## src/rtl/fifo_sync_prog.sv

```systemverilog
// fifo_sync_prog: single-clock FIFO with arbitrary (non power-of-two) depth,
// occupancy count, programmable almost-full/almost-empty flags and a
// selectable first-word-fall-through read mode.
// Optional feature macro: FIFO_ERR_FLAGS_EN adds clr_err and the sticky
// overflow/underflow flags. Without it, refused accesses are silently dropped.
module fifo_sync_prog #(
  parameter int DATA_WIDTH = 32,
  parameter int FIFO_DEPTH = 8,
  parameter int FWFT       = 0,
  parameter int AF_THRESH  = 6,
  parameter int AE_THRESH  = 1,
  localparam int CW        = $clog2(FIFO_DEPTH + 1)
) (
  input  logic                  clk,
  input  logic                  rst_n,
  input  logic                  cs,
  input  logic                  wr_en,
  input  logic                  rd_en,
  input  logic [DATA_WIDTH-1:0] data_in,
  output logic [DATA_WIDTH-1:0] data_out,
  output logic                  empty,
  output logic                  full,
  output logic                  almost_full,
  output logic                  almost_empty,
`ifdef FIFO_ERR_FLAGS_EN
  input  logic                  clr_err,
  output logic                  overflow,
  output logic                  underflow,
`endif
  output logic [CW-1:0]         count
);

  localparam int IW = (FIFO_DEPTH > 2) ? $clog2(FIFO_DEPTH) : 1;
  localparam logic [IW-1:0] LAST_IDX  = IW'(FIFO_DEPTH - 1);
  localparam logic [CW-1:0] DEPTH_CNT = CW'(FIFO_DEPTH);
  localparam logic [CW-1:0] AF_CNT    = CW'(AF_THRESH);
  localparam logic [CW-1:0] AE_CNT    = CW'(AE_THRESH);

  // Reject configurations that would make the flags meaningless.
  if (FIFO_DEPTH < 2) begin : g_bad_depth
    $error("fifo_sync_prog: FIFO_DEPTH must be >= 2");
  end
  if (AF_THRESH < 1 || AF_THRESH > FIFO_DEPTH) begin : g_bad_af
    $error("fifo_sync_prog: AF_THRESH must be in 1..FIFO_DEPTH");
  end
  if (AE_THRESH < 0 || AE_THRESH > FIFO_DEPTH - 1) begin : g_bad_ae
    $error("fifo_sync_prog: AE_THRESH must be in 0..FIFO_DEPTH-1");
  end

  logic [DATA_WIDTH-1:0] mem [FIFO_DEPTH];
  logic [IW-1:0]         wr_idx;
  logic [IW-1:0]         rd_idx;
  logic [CW-1:0]         count_q;
  logic                  push;
  logic                  pop;

  // Accept decisions use the flags as registered before the edge, so a full
  // FIFO refuses a write even when a pop happens in the same cycle.
  always_comb begin
    push = cs & wr_en & ~full;
    pop  = cs & rd_en & ~empty;
  end

  // All status flags decode from the registered occupancy.
  always_comb begin
    count        = count_q;
    empty        = (count_q == '0);
    full         = (count_q == DEPTH_CNT);
    almost_full  = (count_q >= AF_CNT);
    almost_empty = (count_q <= AE_CNT);
  end

  // Write index wraps explicitly at the last entry, allowing any depth.
  always_ff @(posedge clk or negedge rst_n) begin
    if (!rst_n)
      wr_idx <= '0;
    else if (push)
      wr_idx <= (wr_idx == LAST_IDX) ? '0 : wr_idx + IW'(1);
  end

  // Read index wraps the same way.
  always_ff @(posedge clk or negedge rst_n) begin
    if (!rst_n)
      rd_idx <= '0;
    else if (pop)
      rd_idx <= (rd_idx == LAST_IDX) ? '0 : rd_idx + IW'(1);
  end

  // Occupancy: simultaneous push and pop leave it unchanged.
  always_ff @(posedge clk or negedge rst_n) begin
    if (!rst_n)
      count_q <= '0;
    else if (push && !pop)
      count_q <= count_q + CW'(1);
    else if (pop && !push)
      count_q <= count_q - CW'(1);
  end

  // Storage array carries no reset; stale words are unreachable after reset.
  always_ff @(posedge clk) begin
    if (push)
      mem[wr_idx] <= data_in;
  end

  if (FWFT != 0) begin : g_fwft
    // Head word is presented combinationally; zero while empty.
    always_comb begin
      data_out = empty ? '0 : mem[rd_idx];
    end
  end else begin : g_reg_read
    // Registered read: popped word appears one cycle after the pop.
    always_ff @(posedge clk or negedge rst_n) begin
      if (!rst_n)
        data_out <= '0;
      else if (pop)
        data_out <= mem[rd_idx];
    end
  end

`ifdef FIFO_ERR_FLAGS_EN
  // Sticky overflow: a refused write sets it; a set beats a clear.
  always_ff @(posedge clk or negedge rst_n) begin
    if (!rst_n)
      overflow <= 1'b0;
    else if (cs && wr_en && full)
      overflow <= 1'b1;
    else if (clr_err)
      overflow <= 1'b0;
  end

  // Sticky underflow: a refused read sets it; a set beats a clear.
  always_ff @(posedge clk or negedge rst_n) begin
    if (!rst_n)
      underflow <= 1'b0;
    else if (cs && rd_en && empty)
      underflow <= 1'b1;
    else if (clr_err)
      underflow <= 1'b0;
  end
`endif

endmodule

```

## config.mk

```make
export PLATFORM = sky130hd
export DESIGN_NAME = fifo_sync_prog
export DESIGN_NICKNAME = d
export VERILOG_FILES = /design/src/rtl/fifo_sync_prog.sv
export SDC_FILE = /design/constraint.sdc
export NUM_CORES = 1
export LEC_CHECK = 0
export BUFFER_PORTS_ARGS = -buffer_cell sky130_fd_sc_hd__buf_2
export CAP_MARGIN = 20
export CORE_ASPECT_RATIO = 0.6
export CORE_MARGIN = 2
export CORE_UTILIZATION = 44
export DETAILED_ROUTE_END_ITERATION = 6
export SLEW_MARGIN = 20
export SYNTH_ARGS = -nofsm -noshare
export SYNTH_HDL_FRONTEND = slang
export SYNTH_SLANG_ARGS = --single-unit
export TNS_END_PERCENT = 1
```

## constraint.sdc

```tcl
create_clock -name clk -period 14.45 [get_ports clk]
set_input_delay 0.7225 -clock clk [delete_from_list [all_inputs] [get_ports clk]]
set_output_delay 0.7225 -clock clk [all_outputs]
set_load 0.01 [all_outputs]
```

==> impl_metrics.ini, run 1 <==
[timing]
fin_ws_ps = 11410
max_freq_mhz = 329
timing.final.crit_share = 0.211
worstMarginPinSlew_ps = 1030
hold_viol = 0
drv_slew = 0
holdWs_ps = 317
rsz0062_at_grt = false
relSlewSlack = 0.314
finalSetupTns_ps = 0
period_minus_slack_ps = 3040
clock_skew_ps = 11.6
setup_viol = 0

[clock_network]
cts_made_buffers = 27
cts_tree = yes
cts_sinks = 298
ctsRootBufferMaster = clkbuf_16
cts_setup_buffers = 0
cts_hold_buf = 0
path_clk_slew_ps = 70
cts_resized = 0
clockBufferDepth = 3
clk_latency_ps = 540
htree_num_levels = 1

[setup_path]
slowest_delay_ps = 1090
cp_slowest_cell = dfrtp_4
r2r_cells = 4
cp_data_arrival_time_ps = 3430
worstPathMaxFanout = 67
path_class = flop to flop
crit_path_end_kind = flop
path_cells = buf_4 -> mux2_2 -> o22ai_1 -> o31ai_4
cp.required_ps = 14830
worstSetupStartpointType = flop

[cells_and_area]
final_area_mm2 = 0.0135
drive_above_1_share = 0.284
multi_input_comb_area_mm2 = 0.00296
fill_cells = 2147
final-seq-area_mm2 = 0.00874
final_util = 0.511
area_growth_pct = 13.7
layout.nets = 783
final_cells = 1116

[synth]
mappedNetlistNets = 699
synth_edf_count = 256
netlist_instances = 652
yosys.area.top_type = edfxtp_1
synth_area_mm2 = 0.0119
yosysSeqAreaShare = 0.734
ys.flop_type = edfxtp_1
avgSynthCellArea_um2 = 18.3
ys_ff_latch = 298
synth_warnings = 0
synth_cell_type_count = 34
async_flop_share = 0.141
netlist.area_leader.share = 0.646
synthTopCellsByArea = edfxtp_1 65%, dfrtp_1 8.8%, mux2i_1 5.5%, mux2_2 4.2%, mux2_1 2.4%
synth_commonest_cells = 256 x edfxtp_1, 65 x mux2i_1, 44 x mux2_2
synth.most_common_cell = edfxtp_1

[power]
intPower_mw = 1.76
pwr-share-comb = 0.282
p_sw_frac = 0.318
net-switching-power_uw = 821
seqPwrFrac = 0.449
total_power_mw = 2.59
power.density_mw_per_mm2 = 191
clock_power_share = 0.269
irDropWorstVdd_mv = 0.0901
leakagePower_nw = 4.80

[floorplan]
die-width_um = 216
initial_core_util = 0.450
floorplan.core_area_mm2 = 0.0265
dieArea_mm2 = 0.0284
die_h_um = 131
boundaryPins = 77
fp-row-count = 46

[drt]
drtPass1Iterations = 4
drtAntennaViolNets = 0
drt-initial-drc-count = 440
drc = 0
wl_per_cell_um = 23.4
via_count = 6188
via_per_inst = 5.54
wl_um = 26100

[placement]
gp_congestion = 0.737
pre_cts_slack_ps = 11420
port_buffers = 76
hpwl_um = 13800
placed_area_mm2 = 0.0127
place_inst = 1067

[global_route]
grt-ovfl-total = 0
grt_max_degree = 68
grt_pass1_vias = 6437
grt_pass1_wl_um = 39300
antenna_found_initial = 2
grt_usage = 0.183

[outcome]
status = finished, final reports clean

[hold_path]
hold_class = primary input to async pin

[flow_run]
cap_violations = 0
[cells by family after synthesis]
logic type,after synthesis,share of synthesized area
xor gates and xnor gates,4,0.00294
and+or+nand+nor,31,0.0139
AOI/OAI and AO/OA,133,0.0967
DFF,298,0.734
muxes,134,0.120
adders and majority gates,10,0.0105
buffers and inverters,42,0.0219
[cell type report]
cell class,instances,area share
Sequential cell,298,0.646
Multi-Input combinational cell,312,0.219
Clock buffer,31,0.0518
Timing Repair Buffer,93,0.0375
Tap cell,360,0.0333
Clock inverter,16,0.0109
Inverter,4,0.00111
Antenna cell,2,0.000370
[per-layer routing]
metal,GRT usage,part of all wire
met5,0,0
met4,0.0430,0.016
met3,0.0396,0.061
met2,0.291,0.47
met1,0.260,0.45
[power groups by stage]
stage	combinational, mW	sequential [mW]	clock (mW)
after global placement	0.713	1.17	0
after CTS	0.741	1.16	0.713
after detailed placement	0.737	1.18	0
after floorplan	0.539	1.14	0
final	0.729	1.16	0.696
after global routing	0.789	1.18	0.745
[sequential cells by signal, indices dropped and copies added, names as in the netlist]
signal	flops
mem	256
data_out	32
count	4
rd_idx	3
wr_idx	3
[worst paths after layout]
kind / from / end / slack (ps)
worst max-delay path: rd_idx[0] / data_out[17] / 11410
worst min-delay path: rst_n / wr_idx[0] / 320
worst max register to register: rd_idx[0] / data_out[17] / 11410
worst min register to register: data_out[5] / data_out[5] / 520
max in group asynchronous: rst_n / rd_idx[0] / 13600
min in group clk: data_in[16] / mem[2][16] / 450
[worst max-delay path, delay by kind of cell (launching register included)]
family / cells / cell delay (ps)
buffers and inverters: 1 / 890
muxes: 1 / 420
DFF: 1 / 1090
AOI/OAI and AO/OA: 2 / 380
[layout by cell type, fill, tap and decap left out, types with 5 or more instances in the layout]
master     Yosys  final
edfxtp_1     256    256
o22ai_1       32     32
o31ai_4       12     12
ha_1          10     10
o31ai_2       16     16
o21ai_0       35     35
mux2i_1       65     65
buf_2          4     76
dfrtp_1       42     41
clkbuf_16      0     27
mux2_2        44     44
nand2b_1       5      5
mux2_1        25     25
clkinv_1       0      8
a22o_1        32     32
buf_4          6     17
Note: power is estimated with default switching activity, not from simulation.
==> run 2: changes to the inputs <==
- clock period: 14.45 -> 2.5 ns (I/O delays scaled with it)
==> impl_metrics.ini, run 2 (synthesized netlist as in run 1, its figures left out) <==
[setup_path]
slowest_delay_ps = 520
path_cells = inv_2 -> ha_2 -> nor3b_4 -> or2_2 -> ha_1 -> or4_1 -> a21oi_1 -> xor2_1
crit_path_end_kind = flop
r2r_slack_ps = 160
cp_data_arrival_time_ps = 2820
path_class = flop to flop
cp_slowest_cell = or4_1
worstPathMaxFanout = 7
cp.required_ps = 2980
worstSetupStartpointType = flop

[power]
total_power_mw = 15.7
irDropWorstVdd_mv = 0.717
power.density_mw_per_mm2 = 1100
leakagePower_nw = 5.14

[clock_network]
htree_num_levels = 1
cts_made_buffers = 28
clk_latency_ps = 550
clockBufferDepth = 3
ctsRootBufferMaster = clkbuf_16
cts_sinks = 298
path_clk_slew_ps = 70
cts_setup_buffers = 0
cts_tree = yes

[global_route]
grt_pass1_vias = 6707
grt_max_degree = 36
grt-ovfl-total = 0
grt_usage = 0.185
grt_pass1_wl_um = 39700
antenna_found_initial = 0

[timing]
drv_slew = 0
period_minus_slack_ps = 2340
timing.final.crit_share = 0.936
clock_skew_ps = 12.3
setup_viol = 0
relSlewSlack = 0.442
hold_viol = 0
holdWs_ps = 135
worstMarginPinSlew_ps = 833
rsz0062_at_grt = false
max_freq_mhz = 428

[drt]
drtAntennaViolNets = 0
drc = 0
drtPass1Iterations = 5
met2_length_um = 12200
wl_met3_um = 821
via_count = 6307
via_per_inst = 5.38
wl_met1_um = 12300
wl_per_cell_um = 22.0
maxUsedRoutingLayer = met4
drt-initial-drc-count = 411
wl_um = 25700

[cells_and_area]
antennaDiodeCount = 0
layout.nets = 837
drive_above_1_share = 0.304
area_growth_pct = 20.3
final_common_cell = edfxtp_1
final_cell_mix = 256 x edfxtp_1, 76 x buf_2, 65 x mux2i_1
final_cells = 1172
fill_cells = 2100
largest_register_ff_count = 256
max_flop_register = mem

[placement]
gp_congestion = 0.720
place_inst = 1087
hpwl_um = 15300
port_buffers = 76

[floorplan]
boundaryPins = 77
initial_core_util = 0.450
dieArea_mm2 = 0.0284
die_h_um = 131
fp-row-count = 46
floorplan.core_area_mm2 = 0.0265
die-width_um = 216

[flow_run]
cap_violations = 0

[outcome]
status = finished, final reports clean

[hold_path]
hold_class = primary input to async pin
==> run 2: routing by layer <==
layer | GRT usage | up-vias
met5 | 0 | -
met4 | 0.0342 | 0
met3 | 0.0317 | 31
met2 | 0.305 | 92
met1 | 0.261 | 3300
li1 | - | 2884
==> run 2: worst paths after layout <==
check                            start            to  cells past startpoint
setup / recovery              count[0]      count[3]                      8
min in group clk                    cs     wr_idx[1]                      4
hold / removal                   rst_n  data_out[24]                      2
setup reg to reg              count[0]      count[3]                      8
hold reg to reg            data_out[5]   data_out[5]                      2
max in group asynchronous        rst_n  data_out[30]                      3
==> run 2: critical path: cells and delay by family (launching register included) <==
| family | cells | cell delay, ps |
|---|---|---|
| AOI/OAI and AO/OA | 1 | 180 |
| xor gates and xnor gates | 1 | 150 |
| adders and majority gates | 2 | 430 |
| buffers and inverters | 1 | 70 |
| DFF | 1 | 440 |
| and+or+nand+nor | 3 | 990 |
==> run 2: report_power, final <==
part	internal, mW	leakage, nW	total (mW)	switching, mW
registers	6.08	2.82	6.60	0.519
clock network	2.69	0.472	4.50	1.81
logic	2.05	1.85	4.61	2.56
==> run 2: timing repair <==
action / in CTS / in global routing
endpoints found under the hold margin: 274 / 0
resized for setup: 0 / 0
hold buffers: 33 / 0
==> run 2: area by class of cell <==
class | count | area, µm² | area share
tap | 360 | 450 | 0.0315
clock buffer | 33 | 719 | 0.0503
clock inverter | 19 | 270 | 0.0189
timing repair buffer | 146 | 1100 | 0.0769
inverter | 4 | 15.0 | 0.00105
sequential | 298 | 8740 | 0.611
multi-input combinational | 312 | 3010 | 0.210
==> run 2: per-stage QoR <==
| stage | instance area (µm²) | setup WS (ps) | utilization | setup TNS (ps) |
|---|---|---|---|---|
| after CTS | 14300 | 150 | 0.541 | 0 |
| after global placement | 13000 | 238 | 0.491 | 0 |
| after global routing | 14300 | 13.7 | 0.541 | 0 |
| final | 14300 | 161 | 0.541 | 0 |
| after floorplan | 12000 | -345 | - | -41910 |
| after detailed placement | 13000 | 160 | 0.491 | 0 |
==> run 3: changes to the inputs <==
- ABC_AREA: not set -> 1
==> impl_metrics.ini, run 3 <==
[outcome]
status = finished, final reports clean

[synth]
avgSynthCellArea_um2 = 10.5
synth_top_family_by_area = simple AND/OR/NAND/NOR gates
yosys.area_share.simple = 0.204
synth_edf_count = 256
yosys.area.top_type = edfxtp_1
synth_cell_type_count = 23
synth_commonest_cells = 398 x nand2_1, 256 x edfxtp_1, 208 x inv_1
mappedNetlistNets = 1247
synth_area_mm2 = 0.0126
synthAdderAreaFrac = 0.00994
synth-xor-area-share = 0.00209
netlist.area_leader.share = 0.611
ys.flop_type = edfxtp_1
async_flop_share = 0.141
synth_compound_area_frac = 0.00567
ys_ff_latch = 298
synth.area.mux_share = 0
synth.most_common_cell = nand2_1
synthTopCellsByArea = edfxtp_1 61%, nand2_1 12%, dfrtp_1 8.4%, nand3_1 7.8%, inv_1 6.2%
synth_warnings = 0
netlist_instances = 1200
yosysSeqAreaShare = 0.695

[clock_network]
cts_setup_buffers = 0
cts_made_buffers = 28
clk_latency_ps = 550
path_clk_slew_ps = 60
cts_sinks = 298
ctsRootBufferMaster = clkbuf_16
htree_num_levels = 1
cts_tree = yes
cts_resized = 0
clockBufferDepth = 3

[cells_and_area]
final-seq-area_mm2 = 0.00874
final_util = 0.532
final_cells = 1698
layout.nets = 1356
final_common_cell = nand2_1
multi_input_comb_area_mm2 = 0.00284
largest_register_ff_count = 256
final_area_mm2 = 0.0148
max_flop_register = mem
fill_cells = 2423
area_growth_pct = 17.7
drive_above_1_share = 0.120
final_cell_mix = 398 x nand2_1, 256 x edfxtp_1, 206 x inv_1
antennaDiodeCount = 0

[timing]
period_minus_slack_ps = 2300
holdWs_ps = 53.1
timing.final.crit_share = 0.919
worstMarginPinSlew_ps = 924
rsz0062_at_grt = false
max_freq_mhz = 435
hold_viol = 0
relSlewSlack = 0.384
clock_skew_ps = 10.7
drv_slew = 0
setup_viol = 0

[setup_path]
r2r_end = mem[7][23]
crit_path_end_kind = flop
r2r_start = count[1]
r2r_slack_ps = 200
worstPathMaxFanout = 32
worstSetupStartpointType = flop
r2r_cells = 8
path_class = flop to flop
cp_data_arrival_time_ps = 2520
cp.required_ps = 2730

[floorplan]
boundaryPins = 77
die-width_um = 222
die_h_um = 135
floorplan.core_area_mm2 = 0.0278
initial_core_util = 0.452
fp-row-count = 47
dieArea_mm2 = 0.0300

[power]
p_sw_frac = 0.346
net-switching-power_mw = 5.32
pwr-share-comb = 0.309
irDropWorstVdd_mv = 0.614
clock_power_share = 0.277
power.density_mw_per_mm2 = 1040
leakagePower_nw = 6.54
seqPwrFrac = 0.414
intPower_mw = 10.1

[drt]
drtAntennaViolNets = 0
via_count = 8123
wl_um = 27600
drc = 0
drtPass1Iterations = 5
drt-initial-drc-count = 762
wl_per_cell_um = 16.3
via_per_inst = 4.78

[placement]
hpwl_um = 15600
place_inst = 1613
placed_area_mm2 = 0.0136
port_buffers = 76
gp_congestion = 0.777

[hold_path]
whs_endpoint = data_out[0]
hold-path-cell-count = 4
hold_start = rd_en
hold_class = primary input to flop

[global_route]
grt_pass1_vias = 7719
antenna_found_initial = 0
grt_max_degree = 131
grt_usage = 0.189
grt-ovfl-total = 0
grt_pass1_wl_um = 44000

[flow_run]
cap_violations = 0
## run 3: cell families (layout without fill, tap and decap cells)
logic type      Yosys count  count (layout)
xor+xnor                  3               3
simple gates            611             611
fa+ha+maj                10              10
buf+inv                 265             396
flops                   298             298
compound gates           13              13
## run 3: critical path, cell delays in order, from the launching register on
cell     delay (ps)
dfrtp_1         480
inv_1           130
ha_1            230
nand2_1         110
o21ai_0         130
inv_1           180
nand2_1         260
nor2_4          180
buf_12          250
## run 3: routing by layer
metal  GRT usage  part of all wire  vias up
met5           0                 0        -
met4      0.0360             0.015        0
met3      0.0305             0.044       32
met2       0.288              0.43      186
met1       0.287              0.51     3833
li1            -                 -     4072
## run 3: final cells by class
type,instances,share of cell area
sequential,298,0.591
clock inverter,12,0.00752
inverter,209,0.0531
timing repair buffer,135,0.0713
clock buffer,40,0.0545
multi-input combinational,637,0.192
tap,367,0.0310
## run 3: power groups by stage
| stage | combinational [mW] | clock, mW | sequential, mW |
|---|---|---|---|
| 2_1_floorplan | 3.01 | 0 | 6.54 |
| 3_3_place_gp | 4.69 | 0 | 6.46 |
| 3_5_place_dp | 4.74 | 0 | 6.46 |
| 4_1_cts | 4.81 | 4.36 | 6.37 |
| 5_1_grt | 5.37 | 4.55 | 6.43 |
| 6_report | 4.74 | 4.26 | 6.37 |
## run 3: worst max-delay path by stage
stage	slack [ps]	endpoint	startpoint
global route	0.5	count[2]	count[1]
global placement	320	mem[7][31]	count[1]
CTS	220	count[2]	count[1]
floorplan	-80	mem[0][0]	count[0]
finish	200	mem[7][23]	count[1]
detailed placement	240	count[2]	count[1]
## run 3: stage by stage
stage               TNS (ps)  total power [mW]  setup slack [ps]
floorplan             -15970              9.55             -79.4
global placement           0              11.1               318
detailed placement         0              11.2               237
CTS                        0              15.5               219
global route               0              16.4             0.549
finish                     0              15.4               202
## run 3: what timing repair did
| item | 4_1_cts | 5_1_grt |
|---|---|---|
| hold buffers | 33 | 0 |
| setup endpoints to repair | 0 | 0 |
| hold endpoints to repair | 286 | 0 |
